--- src/rtl/instruction_fetch_unit.sv ---
`default_nettype none
// ============================================================================
// Module  : instruction_fetch_unit
// Brief   : In-order instruction fetch with a credit-limited {pc,instr} queue
// Revision: 1.0
// ============================================================================
module instruction_fetch_unit #(
  parameter int unsigned              ADDRESS_WIDTH     = 32,
  parameter int unsigned              DATA_WIDTH        = 32,
  parameter logic [ADDRESS_WIDTH-1:0] RESET_VECTOR      = '0,
  parameter int unsigned              FETCH_QUEUE_DEPTH = 4
) (
  input  logic                     CLK,
  input  logic                     RESET,
  output logic                     IMEM_REQ_VALID,
  output logic [ADDRESS_WIDTH-1:0] IMEM_REQ_ADDR,
  input  logic                     IMEM_REQ_READY,
  input  logic                     IMEM_RSP_VALID,
  input  logic [DATA_WIDTH-1:0]    IMEM_RSP_DATA,
  input  logic                     REDIRECT_VALID,
  input  logic [ADDRESS_WIDTH-1:0] REDIRECT_PC,
  output logic                     IF_VALID,
  output logic [DATA_WIDTH-1:0]    IF_INSTRUCTION,
  output logic [ADDRESS_WIDTH-1:0] IF_PC,
  input  logic                     ID_READY
);

  localparam int unsigned c_PTR_W   = $clog2(FETCH_QUEUE_DEPTH);
  localparam int unsigned c_CNT_W   = c_PTR_W + 1;
  localparam int unsigned c_ENTRY_W = ADDRESS_WIDTH + DATA_WIDTH;
  localparam logic [ADDRESS_WIDTH-1:0] c_PC_STEP    = ADDRESS_WIDTH'(DATA_WIDTH / 8);
  localparam logic [ADDRESS_WIDTH-1:0] c_ALIGN_MASK = ~(c_PC_STEP - ADDRESS_WIDTH'(1));
  localparam logic [c_CNT_W-1:0]       c_DEPTH      = c_CNT_W'(FETCH_QUEUE_DEPTH);

  logic [ADDRESS_WIDTH-1:0] fetch_pc_q, fetch_pc_d;
  logic [ADDRESS_WIDTH-1:0] rsp_pc_q, rsp_pc_d;
  logic [c_CNT_W-1:0]       count_q, count_d;
  logic [c_CNT_W-1:0]       outstanding_q, outstanding_d;
  logic [c_CNT_W-1:0]       discard_q, discard_d;
  logic [c_PTR_W-1:0]       wr_ptr_q, wr_ptr_d;
  logic [c_PTR_W-1:0]       rd_ptr_q, rd_ptr_d;
  logic [c_ENTRY_W-1:0]     mem_q [FETCH_QUEUE_DEPTH];

  logic                     w_credit_ok;
  logic                     w_req_fire;
  logic                     w_discarding;
  logic                     w_push;
  logic                     w_pop;
  logic                     w_not_empty;
  logic [c_ENTRY_W-1:0]     w_head;
  logic [c_CNT_W:0]         w_in_use;
  logic [ADDRESS_WIDTH-1:0] w_redirect_pc;

  // Queue slots plus requests in flight may never exceed the queue size,
  // so every response is guaranteed a slot when it returns.
  assign w_in_use    = {1'b0, count_q} + {1'b0, outstanding_q};
  assign w_credit_ok = w_in_use < {1'b0, c_DEPTH};

  assign IMEM_REQ_VALID = !RESET && !REDIRECT_VALID && w_credit_ok;
  assign IMEM_REQ_ADDR  = fetch_pc_q;
  assign w_req_fire     = IMEM_REQ_VALID && IMEM_REQ_READY;

  assign w_discarding  = discard_q != '0;
  assign w_push        = IMEM_RSP_VALID && !w_discarding && !REDIRECT_VALID;
  assign w_not_empty   = count_q != '0;
  assign w_pop         = IF_VALID && ID_READY;
  assign w_redirect_pc = REDIRECT_PC & c_ALIGN_MASK;

  assign w_head         = mem_q[rd_ptr_q];
  assign IF_VALID       = w_not_empty && !REDIRECT_VALID;
  assign IF_PC          = w_not_empty ? w_head[c_ENTRY_W-1 -: ADDRESS_WIDTH] : '0;
  assign IF_INSTRUCTION = w_not_empty ? w_head[DATA_WIDTH-1:0] : '0;

  always_comb begin
    fetch_pc_d    = fetch_pc_q;
    rsp_pc_d      = rsp_pc_q;
    count_d       = count_q;
    outstanding_d = outstanding_q;
    discard_d     = discard_q;
    wr_ptr_d      = wr_ptr_q;
    rd_ptr_d      = rd_ptr_q;
    if (REDIRECT_VALID) begin
      // Nothing fires during a redirect, so every live request must be dropped.
      fetch_pc_d    = w_redirect_pc;
      rsp_pc_d      = w_redirect_pc;
      count_d       = '0;
      wr_ptr_d      = '0;
      rd_ptr_d      = '0;
      outstanding_d = outstanding_q - c_CNT_W'(IMEM_RSP_VALID);
      discard_d     = outstanding_q - c_CNT_W'(IMEM_RSP_VALID);
    end else begin
      if (w_req_fire) begin
        fetch_pc_d = fetch_pc_q + c_PC_STEP;
      end
      outstanding_d = outstanding_q + c_CNT_W'(w_req_fire) - c_CNT_W'(IMEM_RSP_VALID);
      if (IMEM_RSP_VALID && w_discarding) begin
        discard_d = discard_q - c_CNT_W'(1);
      end
      if (w_push) begin
        wr_ptr_d = wr_ptr_q + c_PTR_W'(1);
        rsp_pc_d = rsp_pc_q + c_PC_STEP;
      end
      if (w_pop) begin
        rd_ptr_d = rd_ptr_q + c_PTR_W'(1);
      end
      count_d = count_q + c_CNT_W'(w_push) - c_CNT_W'(w_pop);
    end
  end

  always_ff @(posedge CLK or posedge RESET) begin
    if (RESET) begin
      fetch_pc_q    <= RESET_VECTOR;
      rsp_pc_q      <= RESET_VECTOR;
      count_q       <= '0;
      outstanding_q <= '0;
      discard_q     <= '0;
      wr_ptr_q      <= '0;
      rd_ptr_q      <= '0;
    end else begin
      fetch_pc_q    <= fetch_pc_d;
      rsp_pc_q      <= rsp_pc_d;
      count_q       <= count_d;
      outstanding_q <= outstanding_d;
      discard_q     <= discard_d;
      wr_ptr_q      <= wr_ptr_d;
      rd_ptr_q      <= rd_ptr_d;
    end
  end

  // Storage is masked by the count, so it needs no reset.
  always_ff @(posedge CLK) begin
    if (w_push) begin
      mem_q[wr_ptr_q] <= {rsp_pc_q, IMEM_RSP_DATA};
    end
  end

`ifndef SYNTHESIS
  always @(posedge CLK) begin
    if (!RESET) begin
      assert (!(w_push && !w_pop && count_q == c_DEPTH));
      assert (outstanding_q <= c_DEPTH);
    end
  end
`endif

endmodule
`default_nettype wire

--- config.mk ---
export PLATFORM = sky130hd
export DESIGN_NAME = instruction_fetch_unit
export DESIGN_NICKNAME = d
export VERILOG_FILES = /design/src/rtl/instruction_fetch_unit.sv
export SDC_FILE = /design/constraint.sdc
export NUM_CORES = 1
export LEC_CHECK = 0
export ABC_AREA = 0
export ABC_CLOCK_PERIOD_IN_PS = 2880
export CAP_MARGIN = 30
export CORE_AREA = 2 2 201 144
export CTS_CLUSTER_SIZE = 10
export DETAILED_ROUTE_END_ITERATION = 16
export DIE_AREA = 0 0 203 146
export GPL_ROUTABILITY_DRIVEN = 0
export PLACE_DENSITY = 0.75
export SYNTH_ARGS = -nofsm -noshare
export SYNTH_HDL_FRONTEND = slang
export SYNTH_SLANG_ARGS = --single-unit
export TNS_END_PERCENT = 10
--- constraint.sdc ---
create_clock -name CLK -period 2.88 [get_ports CLK]
set_input_delay 0.576 -clock CLK [delete_from_list [all_inputs] [get_ports CLK]]
set_output_delay 0.576 -clock CLK [all_outputs]
set_load 0.02 [all_outputs]
==> results.toml, run 1 <==
[clock_network]
htree_levels = 2
cts_buffers = 38
cts_buffer_depth = 3
cts.clk_slew.worst_paths_ps = 60
cts_num_sinks = 321
clk_latency_ps = 520
cts_root_buffer = "clkbuf_16"
cts_tree = "yes"

[critical_path]
critical_path_arrival_ps = 2280
reg2reg_slack_ps = 160
crit_chain = "buf_12, clkbuf_16, mux4_2, and2_1, clkdlybuf4s15_1"
regToRegEndpoint = "outstanding_q[2]$_DFF_PP0_"
cp_slowest_cell = "mux4_2"
startpoint_type = "flip-flop"
endpoint_kind = "output port"
cp.required_ps = 2300
path_class = "flip-flop to output port"
crit_end = "IF_INSTRUCTION[21]"
r2r_start = "outstanding_q[2]$_DFF_PP0_"
cp_max_fo = 9
crit_path_max_incr_delay_ps = 490
reg2reg_depth = 11
critPathLaunch = "rd_ptr_q[0]$_DFFE_PP0P_"

[global_routing]
grt_pass1_vias = 8169
grt_use_met1_pct = 29.6
grt_busiest_layer = "met2"
grt_pass1_wl_mm = 46.3
antenna_found_initial = 1
overflow = 0
grt_max_degree = 74
grt_usage_pct = 20.0
use_met2_pct = 30.7
use_met3_pct = 4.16

[die]
ioPinCount = 168
std_cell_rows = 51
core_um2 = 27500
dieArea_um2 = 29600
die_w_um = 203
initial_core_util_pct = 49.7
die_y_um = 146

[timing]
tns_ps = 0
rsz0062_at_grt = "true"
min_period_ps = 2860
max_slew_margin_pct = 56.8
slew_viol_final = 0
hold_viol = 0
setup_violations = 0
layout_setup_ws_ps = 24.5
worstMarginPinSlew_ps = 648
fmax_ghz = 0.350
fin_crit_sh_pct = 99.2
clock_skew_ps = 13.1

[yosys]
yosys_register_bits = 321
synth_cell_type_count = 51
synth_ff_type = "edfxtp_1"
syn_area_um2 = 13700
ys_seq_area_share_pct = 67.8
syn_inst = 864
async_reset_ff_share_pct = 22.7
synth_area_per_cell_um2 = 15.8
synth_edf_count = 248
synth_warnings = 0

[placed_design]
place_area_um2 = 15900
dpl.cell_count = 1379
port_buffers = 161
dp_slack_ps = 135
place_hpwl_mm = 18.2

[final_layout]
nets = 1144
multi_input_area_um2 = 4170
fillers = 2052
syn_to_final_growth_pct = 24.4
stdcell_area_um2 = 17000
drive_gt1_share_pct = 20.2
instances_no_fill = 1445
register_area_um2 = 9280
diodes = 0

[power]
powerDensity_nw_per_um2 = 795
cellLeakagePower_nw = 5.98
ir_worst_vdd_v = 0.000525

[run]
cap_violations = 0

[drt]
drc = 0
via_count = 8067
drtIter0Drc = 680
via_per_inst = 5.58
wl_per_cell_um = 20.3
drt_pass1_iterations = 6
ant_nets = 0
wl_mm = 29.3

[worst_hold_path]
hold_path.class = "input port to asynchronous set/reset pin"

[run_status]
status = "completed"
[worst min-delay path by stage]
stage | endpoint | slack, ps | cells past startpoint
3_3_place_gp | outstanding_q[2]$_DFF_PP0_ | 510 | 1
3_5_place_dp | outstanding_q[2]$_DFF_PP0_ | 520 | 1
6_report | outstanding_q[0]$_DFF_PP0_ | 380 | 3
5_1_grt | outstanding_q[0]$_DFF_PP0_ | 370 | 3
2_1_floorplan | mem_q[0][44]$_DFFE_PP_ | 480 | 0
4_1_cts | rd_ptr_q[1]$_DFFE_PP0P_ | 360 | 3
[area by class of cell]
class	count	share of cell area (%)
Multi-Input combinational cell	481	24.5
Timing Repair Buffer	196	11.4
Tap cell	371	2.73
Sequential cell	321	54.5
Inverter	18	0.434
Clock buffer	56	6.23
Clock inverter	2	0.191
[state kept, by name, indices dropped and copies added (netlist names)]
signal / count
rsp_pc_q: 30
IMEM_REQ_ADDR: 30
discard_q: 3
wr_ptr_q: 2
mem_q: 248
count_q: 3
rd_ptr_q: 2
outstanding_q: 3
[worst max-delay path: cells and delay by family, from the launching register on]
family,cells,cell delay (ps)
buffers and inverters,3,660
muxes,1,490
DFF,1,420
and+or+nand+nor,1,180
[power breakdown]
part	internal, mW	total [mW]	switching, mW
clock	2.53	4.25	1.72
sequential	5.28	5.56	0.279
combinational	1.78	3.72	1.93
[kinds of logic after synthesis]
kind of cell               share of synthesized area [%]
adders and majority gates                           1.76
and+or+nand+nor                                     10.6
other                                             0.0274
DFF                                                 67.8
muxes                                               11.4
AOI/OAI and AO/OA                                   3.55
xor gates and xnor gates                            2.75
buffers and inverters                               2.05
[layer usage]
| layer | routed length, um | vias to the layer above |
|---|---|---|
| met1 | 13600 | 4102 |
| met4 | 475 | 0 |
| met3 | 1750 | 46 |
| met2 | 13500 | 234 |
| li1 | - | 3685 |
| met5 | 0 | - |
[what timing repair did]
action | 4_1_cts | 5_1_grt
endpoints found under the hold margin | 0 | 0
buffers inserted | 4 | 0
hold buffers | 0 | 0
resized for setup | 68 | 104
gates cloned | 1 | 2
pin swaps | 0 | 0
endpoints found under the setup margin | 63 | 52
[synth_stat cells (all sizes together) (2+ instances only)]
| cell type | number | area share (%) |
|---|---|---|
| edfxtp | 248 | 54 |
| dfrtp | 73 | 13 |
| and2 | 72 | 3.3 |
| mux4 | 62 | 10 |
| nand2 | 51 | 1.4 |
| o21ai | 35 | 1.3 |
| clkbuf | 31 | 0.85 |
| nor2 | 30 | 0.82 |
| nand3 | 29 | 1.1 |
| xnor2 | 29 | 1.9 |
| nand4 | 18 | 0.87 |
| inv | 17 | 0.47 |
| buf | 16 | 0.70 |
| ha | 16 | 1.5 |
| xor2 | 14 | 0.90 |
| nor4 | 13 | 0.75 |
| mux2 | 12 | 0.99 |
| a21oi | 11 | 0.40 |
| and3 | 10 | 0.46 |
| nor3 | 10 | 0.37 |
| o211ai | 10 | 0.55 |
| o311ai | 7 | 0.45 |
| or3 | 7 | 0.32 |
| a31oi | 5 | 0.23 |
| and4 | 5 | 0.32 |
| a21boi | 3 | 0.16 |
| mux2i | 3 | 0.22 |
| nand2b | 3 | 0.14 |
| nand4b | 3 | 0.19 |
| or2 | 3 | 0.14 |
| a21o | 2 | 0.11 |
| fa | 2 | 0.29 |
| nand3b | 2 | 0.20 |
| o31a | 2 | 0.13 |
| or4 | 2 | 0.16 |
[stage by stage]
stage	power, mW	util, %	hold WS [ps]
finish	13.5	61.9	384
global route	14.2	61.9	372
CTS	13.6	61.9	357
detailed placement	9.44	57.9	519
global placement	9.38	57.9	513
floorplan	7.83	-	476
[cell usage in the layout, fill, tap and decap left out, types with 4 or more instances in the layout]
master | netlist | layout
and2_2 | 0 | 4
buf_12 | 0 | 12
and4_1 | 5 | 5
clkdlybuf4s50_1 | 0 | 96
clkdlybuf4s15_1 | 0 | 17
clkbuf_1 | 31 | 15
edfxtp_1 | 248 | 248
o21ai_0 | 33 | 32
nand2_1 | 51 | 51
a21oi_1 | 11 | 11
o211ai_1 | 10 | 10
nand3_1 | 29 | 29
xor2_1 | 14 | 14
buf_16 | 0 | 4
nor3_1 | 10 | 10
inv_1 | 17 | 14
dfrtp_1 | 73 | 71
mux4_2 | 62 | 62
nand4_1 | 17 | 17
a31oi_1 | 5 | 5
conb_1 | 1 | 4
clkbuf_2 | 0 | 39
o311ai_0 | 7 | 7
mux2_2 | 12 | 12
or3_1 | 7 | 6
nor4_1 | 11 | 10
clkbuf_16 | 0 | 41
nor2_1 | 30 | 30
xnor2_1 | 29 | 29
buf_4 | 5 | 17
dlygate4sd2_1 | 0 | 6
ha_1 | 16 | 14
and3_1 | 10 | 10
and2_1 | 72 | 68
No activity file was read; power rests on OpenSTA's default activity.
==> inputs of run 2 (changes only) <==
--- a/config.mk
+++ b/config.mk
@@ -8,12 +8,12 @@
 export ABC_AREA = 0
 export ABC_CLOCK_PERIOD_IN_PS = 2880
 export CAP_MARGIN = 30
-export CORE_AREA = 2 2 201 144
+export CORE_AREA = 2 2 212 151
 export CTS_CLUSTER_SIZE = 10
 export DETAILED_ROUTE_END_ITERATION = 16
-export DIE_AREA = 0 0 203 146
+export DIE_AREA = 0 0 214 153
 export GPL_ROUTABILITY_DRIVEN = 0
-export PLACE_DENSITY = 0.75
+export PLACE_DENSITY = 0.69
 export SYNTH_ARGS = -nofsm -noshare
 export SYNTH_HDL_FRONTEND = slang
 export SYNTH_SLANG_ARGS = --single-unit
==> results.toml, run 2 (synthesized netlist as in run 1, its figures left out) <==
[worst_hold_path]
hold_path.class = "input port to asynchronous set/reset pin"

[final_layout]
multi_input_area_um2 = 4160
nets = 1149
drive_gt1_share_pct = 20.4
fillers = 2485
syn_to_final_growth_pct = 24.7
register_area_um2 = 9280
layout_commonest_cell = "edfxtp_1"
regMostFlops = "mem_q"
diodes = 0
instances_no_fill = 1497
mostFrequentLayoutCells = "248 x edfxtp_1, 96 x clkdlybuf4s50_1, 71 x dfrtp_1"
largest_reg_flops = 248

[drt]
via_count = 8082
wl_mm = 30.2
drt_pass1_iterations = 5
top_layer_used = "met4"
drtIter0Drc = 588
via_per_inst = 5.40
wl_per_cell_um = 20.1
met1_length_mm = 14.0
drc = 0
ant_nets = 0
met2_length_mm = 14.1
wl_met3_mm = 1.52

[timing]
fmax_ghz = 0.351
layout_setup_ws_ps = 35.0
rsz0062_at_grt = "true"
fin_crit_sh_pct = 98.8
hold_ws_ps = 419
setup_violations = 0
min_period_ps = 2850
worstMarginPinSlew_ps = 635
max_slew_margin_pct = 57.3
slew_viol_final = 0
hold_viol = 0
clock_skew_ps = 21.3

[global_routing]
grt_usage_pct = 18.9
grt_pass1_wl_mm = 48.2
antenna_found_initial = 1
overflow = 0
grt_max_degree = 74
grt_pass1_vias = 8432

[power]
powerDensity_nw_per_um2 = 787
ir_worst_vdd_v = 0.000386
cellLeakagePower_nw = 6.01
power_mw = 13.4

[critical_path]
r2r_start = "count_q[1]$_DFF_PP0_"
startpoint_type = "flip-flop"
path_class = "flip-flop to output port"
cp_slowest_cell = "dfrtp_4"
cp.required_ps = 2300
endpoint_kind = "output port"
critical_path_arrival_ps = 2270
cp_max_fo = 4
critPathLaunch = "rd_ptr_q[0]$_DFFE_PP0P_"
path_buf_inv = 3
crit_path_max_incr_delay_ps = 500
critical_path.top_delay_family = "buffers and inverters"
crit_chain = "buf_8, buf_4, mux4_2, and2_1, dlygate4sd2_1"

[die]
std_cell_rows = 54
dieArea_um2 = 32700
die_y_um = 153
core_um2 = 30700
ioPinCount = 168
die_w_um = 214
initial_core_util_pct = 44.5

[clock_network]
cts_root_buffer = "clkbuf_16"
cts.clk_slew.worst_paths_ps = 50
cts_buffers = 38
cts_num_sinks = 321
cts_hold_buf = 0
cts_buffer_depth = 3
cts_tree = "yes"
htree_levels = 2
clk_latency_ps = 530

[placed_design]
dpl.cell_count = 1432
dp_slack_ps = 43.4
place_hpwl_mm = 19.2
port_buffers = 161

[run_status]
status = "completed"

[run]
cap_violations = 0
-- run 2: worst paths after layout --
path / depth (start not counted) / slack (ps) / endpoint
setup reg to reg: 11 / 280 / outstanding_q[2]$_DFF_PP0_
hold / removal: 3 / 420 / outstanding_q[0]$_DFF_PP0_
setup / recovery: 5 / 30 / IF_PC[2]
max in group asynchronous: 4 / 1900 / rd_ptr_q[0]$_DFFE_PP0P_
min in group CLK: 3 / 440 / rd_ptr_q[1]$_DFFE_PP0P_
hold reg to reg: 1 / 540 / outstanding_q[2]$_DFF_PP0_
-- run 2: cell type report --
class | instances | share of cell area, %
multi-input combinational | 481 | 24.4
sequential | 321 | 54.4
clock buffer | 53 | 6.09
timing repair buffer | 201 | 11.3
inverter | 18 | 0.433
clock inverter | 3 | 0.242
tap | 420 | 3.08
-- run 2: power by group --
group	total, mW	leakage, nW	switching (mW)	internal [mW]
clock network	4.23	0.521	1.73	2.49
logic	3.64	2.37	1.91	1.73
registers	5.56	3.11	0.275	5.28
total	13.4	6.01	3.92	9.50
-- run 2: through the flow --
stage               setup TNS (ps)  area [um^2]  utilization, %
floorplan                   -40130        13700               -
global placement                 0        16000            52.1
detailed placement               0        16000            52.1
CTS                          -1260        17200            56.0
global route                 -42.1        17000            55.4
finish                           0        17000            55.4
-- run 2: worst min-delay path, delay by kind of cell --
family                 cells  cell delay (ps)
buffers and inverters      3              710
-- run 2: layer usage --
layer  track usage, %  vias up
met5                0        -
met4             5.29        0
met3             3.38       49
met2             29.4      222
met1             27.5     4116
li1                 -     3695
-- run 2: what timing repair did --
item | 4_1_cts | 5_1_grt
cloned | 2 | 0
setup endpoints to repair | 64 | 46
buffers inserted | 7 | 0
gates resized for setup | 114 | 58
